===== src/rtl/rf_access_sequencer.sv =====
// Sequences one instruction at a time through operand read, execute wait and
// writeback against a 32x32 register file, with retire/write counters.
`timescale 1ns/1ps
module rf_access_sequencer #(
    parameter int CNT_W = 32
) (
    input  logic             clk,
    input  logic             reset,
    input  logic             start,
    input  logic             flush,
    input  logic [4:0]       rs1,
    input  logic [4:0]       rs2,
    input  logic [4:0]       rd,
    input  logic             writes_rd,
    input  logic             result_valid,
    input  logic [31:0]      result_data,
    input  logic [31:0]      rf_rs1_dout,
    input  logic [31:0]      rf_rs2_dout,
    output logic [4:0]       rf_rs1,
    output logic [4:0]       rf_rs2,
    output logic [4:0]       rf_rd,
    output logic [31:0]      rf_rd_din,
    output logic             rf_write_enable,
    output logic [31:0]      op_a,
    output logic [31:0]      op_b,
    output logic             operands_valid,
    output logic             busy,
    output logic             wb_done,
    output logic [CNT_W-1:0] retire_count,
    output logic [CNT_W-1:0] write_count
);

    typedef enum logic [1:0] {
        S_IDLE = 2'd0,
        S_READ = 2'd1,
        S_EXEC = 2'd2,
        S_WB   = 2'd3
    } state_t;

    localparam logic [CNT_W-1:0] CNT_ONE = {{(CNT_W-1){1'b0}}, 1'b1};

    state_t           state_q;
    logic [4:0]       rs1_q, rs2_q, rd_q;
    logic             wrd_q;
    logic [31:0]      op_a_q, op_b_q, din_q;
    logic             opv_q, busy_q, wb_done_q, we_q;
    logic [CNT_W-1:0] retire_q, retire_d;
    logic [CNT_W-1:0] write_q, write_d;

    // Counter next-state: both advance only at the closing edge of WB.
    always_comb begin
        retire_d = retire_q;
        write_d  = write_q;
        if (state_q == S_WB) begin
            retire_d = retire_q + CNT_ONE;
            if (we_q) begin
                write_d = write_q + CNT_ONE;
            end else begin
                write_d = write_q;
            end
        end else begin
            retire_d = retire_q;
            write_d  = write_q;
        end
    end

    // Main sequencer FSM with all outputs registered; reset wins in every state.
    always_ff @(posedge clk) begin
        if (reset) begin
            state_q   <= S_IDLE;
            rs1_q     <= 5'd0;
            rs2_q     <= 5'd0;
            rd_q      <= 5'd0;
            wrd_q     <= 1'b0;
            op_a_q    <= 32'd0;
            op_b_q    <= 32'd0;
            din_q     <= 32'd0;
            opv_q     <= 1'b0;
            busy_q    <= 1'b0;
            wb_done_q <= 1'b0;
            we_q      <= 1'b0;
            retire_q  <= {CNT_W{1'b0}};
            write_q   <= {CNT_W{1'b0}};
        end else begin
            opv_q     <= 1'b0;
            wb_done_q <= 1'b0;
            we_q      <= 1'b0;
            retire_q  <= retire_d;
            write_q   <= write_d;
            case (state_q)
                S_IDLE: begin
                    if (start) begin
                        rs1_q   <= rs1;
                        rs2_q   <= rs2;
                        rd_q    <= rd;
                        wrd_q   <= writes_rd;
                        state_q <= S_READ;
                        busy_q  <= 1'b1;
                    end else begin
                        state_q <= S_IDLE;
                        busy_q  <= 1'b0;
                    end
                end
                S_READ: begin
                    if (flush) begin
                        state_q <= S_IDLE;
                        busy_q  <= 1'b0;
                    end else begin
                        op_a_q  <= rf_rs1_dout;
                        op_b_q  <= rf_rs2_dout;
                        opv_q   <= 1'b1;
                        state_q <= S_EXEC;
                        busy_q  <= 1'b1;
                    end
                end
                S_EXEC: begin
                    if (flush) begin
                        state_q <= S_IDLE;
                        busy_q  <= 1'b0;
                    end else if (result_valid) begin
                        din_q     <= result_data;
                        wb_done_q <= 1'b1;
                        // x0 is never written, whatever the instruction says.
                        we_q      <= wrd_q && (rd_q != 5'd0);
                        state_q   <= S_WB;
                        busy_q    <= 1'b1;
                    end else begin
                        state_q <= S_EXEC;
                        busy_q  <= 1'b1;
                    end
                end
                S_WB: begin
                    state_q <= S_IDLE;
                    busy_q  <= 1'b0;
                end
                default: begin
                    state_q <= S_IDLE;
                    busy_q  <= 1'b0;
                end
            endcase
        end
    end

    assign rf_rs1          = rs1_q;
    assign rf_rs2          = rs2_q;
    assign rf_rd           = rd_q;
    assign rf_rd_din       = din_q;
    // A reset landing in WB must not let the pending write reach the file.
    assign rf_write_enable = we_q & ~reset;
    assign op_a            = op_a_q;
    assign op_b            = op_b_q;
    assign operands_valid  = opv_q;
    assign busy            = busy_q;
    assign wb_done         = wb_done_q;
    assign retire_count    = retire_q;
    assign write_count     = write_q;

endmodule


===== config.mk =====
export PLATFORM = sky130hd
export DESIGN_NAME = rf_access_sequencer
export DESIGN_NICKNAME = d
export VERILOG_FILES = /design/src/rtl/rf_access_sequencer.sv
export SDC_FILE = /design/constraint.sdc
export NUM_CORES = 1
export LEC_CHECK = 0
export CORE_ASPECT_RATIO = 0.75
export CORE_MARGIN = 4
export CORE_UTILIZATION = 35
export DETAILED_ROUTE_END_ITERATION = 6
export GPL_ROUTABILITY_DRIVEN = 0
export PLACE_DENSITY = 0.65
export SKIP_LAST_GASP = 1
export SLEW_MARGIN = 20
export SYNTH_ARGS = -nofsm -noshare
export SYNTH_HDL_FRONTEND = slang
export SYNTH_SLANG_ARGS = --single-unit

===== constraint.sdc =====
create_clock -name clk -period 3.1 [get_ports clk]
set_clock_uncertainty 0.2 [all_clocks]
set_input_delay 0.31 -clock clk [delete_from_list [all_inputs] [get_ports clk]]
set_output_delay 0.31 -clock clk [all_outputs]
set_load 0.05 [all_outputs]

# Word level (Yosys, flattened, before mapping)
# Cells that the tools add are included.
dict set report word_totals {
  input_bits 117
  elab_cells 45
  out_inout_bits 179
  register_bits 182
}
dict set report classes {
  eq_ne 3
  add_sub_neg 2
  reduce_logical 11
  bitwise 6
  muxes 9
}
# cell n
set ops {}
lappend ops {{32-bit by 1-bit adder with 32-bit output (second input constant)} 2}
lappend ops {{2-bit one-hot mux with 4 select lines} 1}
lappend ops {{2-bit AND reduction} 3}
lappend ops {{1-bit two-way mux} 5}
lappend ops {{1-bit inverter} 5}
lappend ops {{5-bit nonzero test} 1}
lappend ops {{2-bit == test (second input constant)} 2}
lappend ops {{2-bit two-way mux} 2}
lappend ops {{2-bit OR reduction} 2}
lappend ops {{4-bit OR reduction} 1}
lappend ops {{1-bit one-hot mux with 3 select lines} 1}
lappend ops {{3-bit AND reduction} 1}
lappend ops {{3-bit OR reduction} 1}
lappend ops {{2-bit by 1-bit == test with 1-bit output (second input constant)} 1}
lappend ops {{2-bit zero test} 1}
lappend ops {{1-bit bitwise AND} 1}
lappend ops {{1-bit logical AND} 1}

# Depth between registers and ports, before layout
dict set report logic_depth {
  word_depth 3
  mapped_depth 8
  ltp_nobuf 6
}

# Least setup slack after synthesis
# No wires, ideal clock.
dict set report synth_path {
  kind {register to register}
  from {reg write_q[0] (netlist: write_count[0])}
  to {reg write_q[22] (netlist: write_count[22])}
  t_arrival_ps 2178
  synth_period_minus_slack_ps 2499
  required_ps 2779
  setup_time_ps 121
  setup_slack_ps 601
  path_buffers 0
  stages_incl_launch_ff 6
  cell_sequence {dfxtp_1 ha_1 nand3_4 or4_1 nor3_1 mux2_2}
}
dict set report synth_between {
  elab_chain_cells 1
}
# item line
set synth_rtl {}
lappend synth_rtl {{from (decl)} 48} ;# logic [CNT_W-1:0] write_q, write_d;
lappend synth_rtl {{from (signal assigned)} 83} ;# write_q <= {CNT_W{1'b0}};
lappend synth_rtl {{from (signal assigned)} 89} ;# write_q <= write_d;
lappend synth_rtl {{32-bit by 1-bit adder with 32-bit output} 57} ;# write_d = write_q + CNT_ONE;
# No other way between the ends.
# A chain may end at the register's enable or synchronous reset.

# Worst setup path in the final report
dict set report layout_path {
  from {reg state_q[0]}
  to {reg write_q[31] (netlist: write_count[31])}
}
dict set report layout_between {
  elab_chain_cells 2
}
# item line
set layout_rtl {}
lappend layout_rtl {{from (decl)} 42} ;# state_t state_q;
lappend layout_rtl {{from (signal assigned)} 70} ;# state_q <= S_IDLE;
lappend layout_rtl {{from (signal assigned)} 97} ;# state_q <= S_READ;
lappend layout_rtl {{from (signal assigned)} 100} ;# state_q <= S_IDLE;
lappend layout_rtl {{2-bit == test} 54} ;# if (state_q == S_WB) begin
lappend layout_rtl {{2-bit AND reduction (no line)} -}
# No other way between the ends.

==> impl_metrics.json <==
{
  "status": "finished clean",
  "drt_drc_violations_left": 0,
  "finalHoldViolCount": 0,
  "fmax_mhz": 398.2,
  "io_buffers": 295,
  "power_leakage_nw": 3.611,
  "die_h_um": 131.4,
  "post_cts_buffers": 0,
  "wl_mm": 22.87,
  "drive_above_1_share": 0.04541,
  "grt_pass1_wl_mm": 35.39,
  "cts_root_buffer": "clkbuf_16",
  "num_antenna_cells": 0,
  "drv_cap": 0,
  "initial_utilization": 0.3613,
  "setup_viol": 0,
  "grt_setup_unrepaired": "false",
  "vias_per_cell": 4.943,
  "crit_path_start_kind": "flop",
  "core_sq_mm": 0.01965,
  "cts_buffer_depth": 2,
  "cts_tree": "done",
  "placedInstanceArea_sq_mm": 0.01024,
  "drt_iter0_drc": 532,
  "track_usage": 0.1957,
  "die_area_sq_mm": 0.02266,
  "yosysWarnings": 0,
  "postSynthAreaPerCell_sq_um": 8.182,
  "grt_max_degree": 188,
  "cp.arrival_ns": 2.65,
  "wl_per_cell_um": 16.36,
  "rows": 44,
  "htreeDepth": 4,
  "num_vias": 6911,
  "final_max_slew_viol_count": 0,
  "drt-pass1-iter-count": 4,
  "grt_pass1_vias": 6273,
  "fin_crit_sh": 0.8100,
  "final_cells": 1398,
  "numCtsBuffers": 17,
  "setup_tns_ns": 0,
  "layout_setup_ws_ns": 0.5890,
  "cts_resized": 0,
  "clkTransAtPathRegs_ns": 0.07,
  "die_w_um": 172.5,
  "netlist_area_sq_mm": 0.007102,
  "ys_seq_elements": 182,
  "postRouteAntennaNets": 0,
  "ys_types": 37,
  "vdd_ir_drop_max_uv": 314.8,
  "synthCells": 868,
  "ios": 296,
  "synthToLayoutAreaGrowth_pct": 52.15,
  "yosysSeqAreaShare": 0.5130,
  "stdcell_area_sq_mm": 0.01081,
  "cp.required_ns": 3.24,
  "fin_nets": 1256,
  "grt_overflow": 0,
  "min_period_ns": 2.511,
  "placedCellCount": 1366,
  "cts_hold_buf": 0,
  "worst_pin_slew_ns": 1.067,
  "cp_max_fo": 10,
  "end_kind": "flop",
  "cts_sinks": 182,
  "worstSetupPathType": "reg2reg",
  "min-delay-path-class": "in2reg",
  "dp_hpwl_mm": 16.03,
  "synth_nets": 992,
  "clkLatencyLatePin_ns": 0.42,
  "powerDensity_mw_per_mm2": 462.9,
  "pre_cts_slack_ns": 0.6165,
  "grt_antenna_before_repair": 0,
  "fin_hold_ws_ns": 0.1670,
  "timing.slew.headroom": 0.2885
}
[final timing paths]
kind	from	to	slack, ns	cells after the start
setup / recovery	state_q[0]$_SDFF_PP0_	write_count[31]$_SDFFE_PP0P_	0.59	5
hold / removal	reset	retire_count[11]$_SDFFE_PP0N_	0.17	3
setup reg to reg	state_q[0]$_SDFF_PP0_	write_count[31]$_SDFFE_PP0P_	0.59	5
hold reg to reg	rf_rd_din[22]$_SDFFE_PP0P_	rf_rd_din[22]$_SDFFE_PP0P_	0.25	2
[layout make-up]
class | count | area (sq um)
Clock buffer | 20 | 456.7
Clock inverter | 12 | 112.6
Fill cell | 1835 | 8848
Inverter | 9 | 33.78
Multi-Input combinational cell | 622 | 3213
Sequential cell | 182 | 3643
Tap cell | 253 | 316.6
Timing Repair Buffer | 300 | 3029
[logic make-up after synthesis]
kind of cell,synth area share
XOR/XNOR,0.03083
buffers and inverters,0.03629
AND/OR/NAND/NOR,0.2625
adder cells (fa/ha/maj),0.01233
flip-flops,0.5130
multiplexers,0.01092
AO/OA/AOI/OAI,0.1341
[critical path, cell delays in order (launching register included)]
cell and delay (ns):
dfxtp_1 0.36, ha_1 0.44, nand4_2 0.26, or3_1 0.53
or4_1 0.51, a21oi_1 0.15
[report_power, final]
part	switching, W	internal (W)
sequential	0.0000212	0.00238
combinational	0.000279	0.000226
clock	0.00100	0.00110
[cells in the mapped netlist]
master      n  area (sq um)
clkbuf_2    1         5.000
dfxtp_1   182          3643
or4_1      22         165.2
a31o_2      1         8.760
nand3_4     1         17.52
nor2_1     38         142.6
or3_4       1         11.26
o21ai_0    10         50.05
nor2b_1     8         50.05
and4_1      9         78.83
nand4_1    17         106.4
mux2_2      6         67.56
buf_4       1         7.510
nor3_1      6         30.03
xor2_1     15         131.4
and3_1      8         50.05
buf_1      11         41.29
clkbuf_1   37         138.9
or2_2       1         6.260
o311a_1     1         10.01
xnor2_1    10         87.58
buf_6       1         11.26
or3_1      12         75.07
inv_1       9         33.78
nor4_1      7         43.79
o31ai_1    20         150.1
and2_1      5         31.28
nand2b_1    1         6.260
nand2_1   251         942.2
buf_2       4         20.02
nand4_2     2         25.02
mux2i_1     1         10.01
nor3b_1     1         7.510
ha_1        7         87.58
a21oi_1   145         725.7
o21a_1      1         7.510
nand3_1    15         75.07
[routing by layer]
metal  GRT usage  vias up  wire [um]
li1            -     3482          -
met1      0.2622     3200      10170
met2      0.2904      205      10330
met3     0.08168       24       2026
met4     0.05369        0        341
met5           0        -          0
[stage by stage]
| step | utilization | total power [W] |
|---|---|---|
| 2_1_floorplan | - | 0.002693 |
| 3_3_place_gp | 0.5208 | 0.002957 |
| 3_5_place_dp | 0.5208 | 0.002960 |
| 4_1_cts | 0.5498 | 0.005063 |
| 5_1_grt | 0.5498 | 0.005207 |
| 6_report | 0.5498 | 0.005001 |
[cell usage in the layout (no fill, tap or decap), types with 7 or more instances in the layout]
cell type	Yosys	layout
clkbuf_16	0	17
nor2b_1	8	7
o31ai_1	20	20
nor2_1	38	37
a21oi_1	145	145
xnor2_1	10	10
dfxtp_1	182	182
nand4_1	17	17
or3_1	12	12
nand3_1	15	15
inv_1	9	9
nand2_1	251	251
or4_1	22	22
clkdlybuf4s50_1	0	294
o21ai_0	10	10
ha_1	7	7
and4_1	9	9
nor4_1	7	7
xor2_1	15	15
and3_1	8	8
[state kept, by name, indices dropped and copies added, names as in the netlist]
name,count
rf_rd_din,32
rf_rd,5
busy,1
op_a,32
rf_rs1,5
we_q,1
retire_count,32
rf_rs2,5
state_q,2
write_count,32
wb_done,1
wrd_q,1
op_b,32
operands_valid,1
Power figures use the tool's default switching activity.
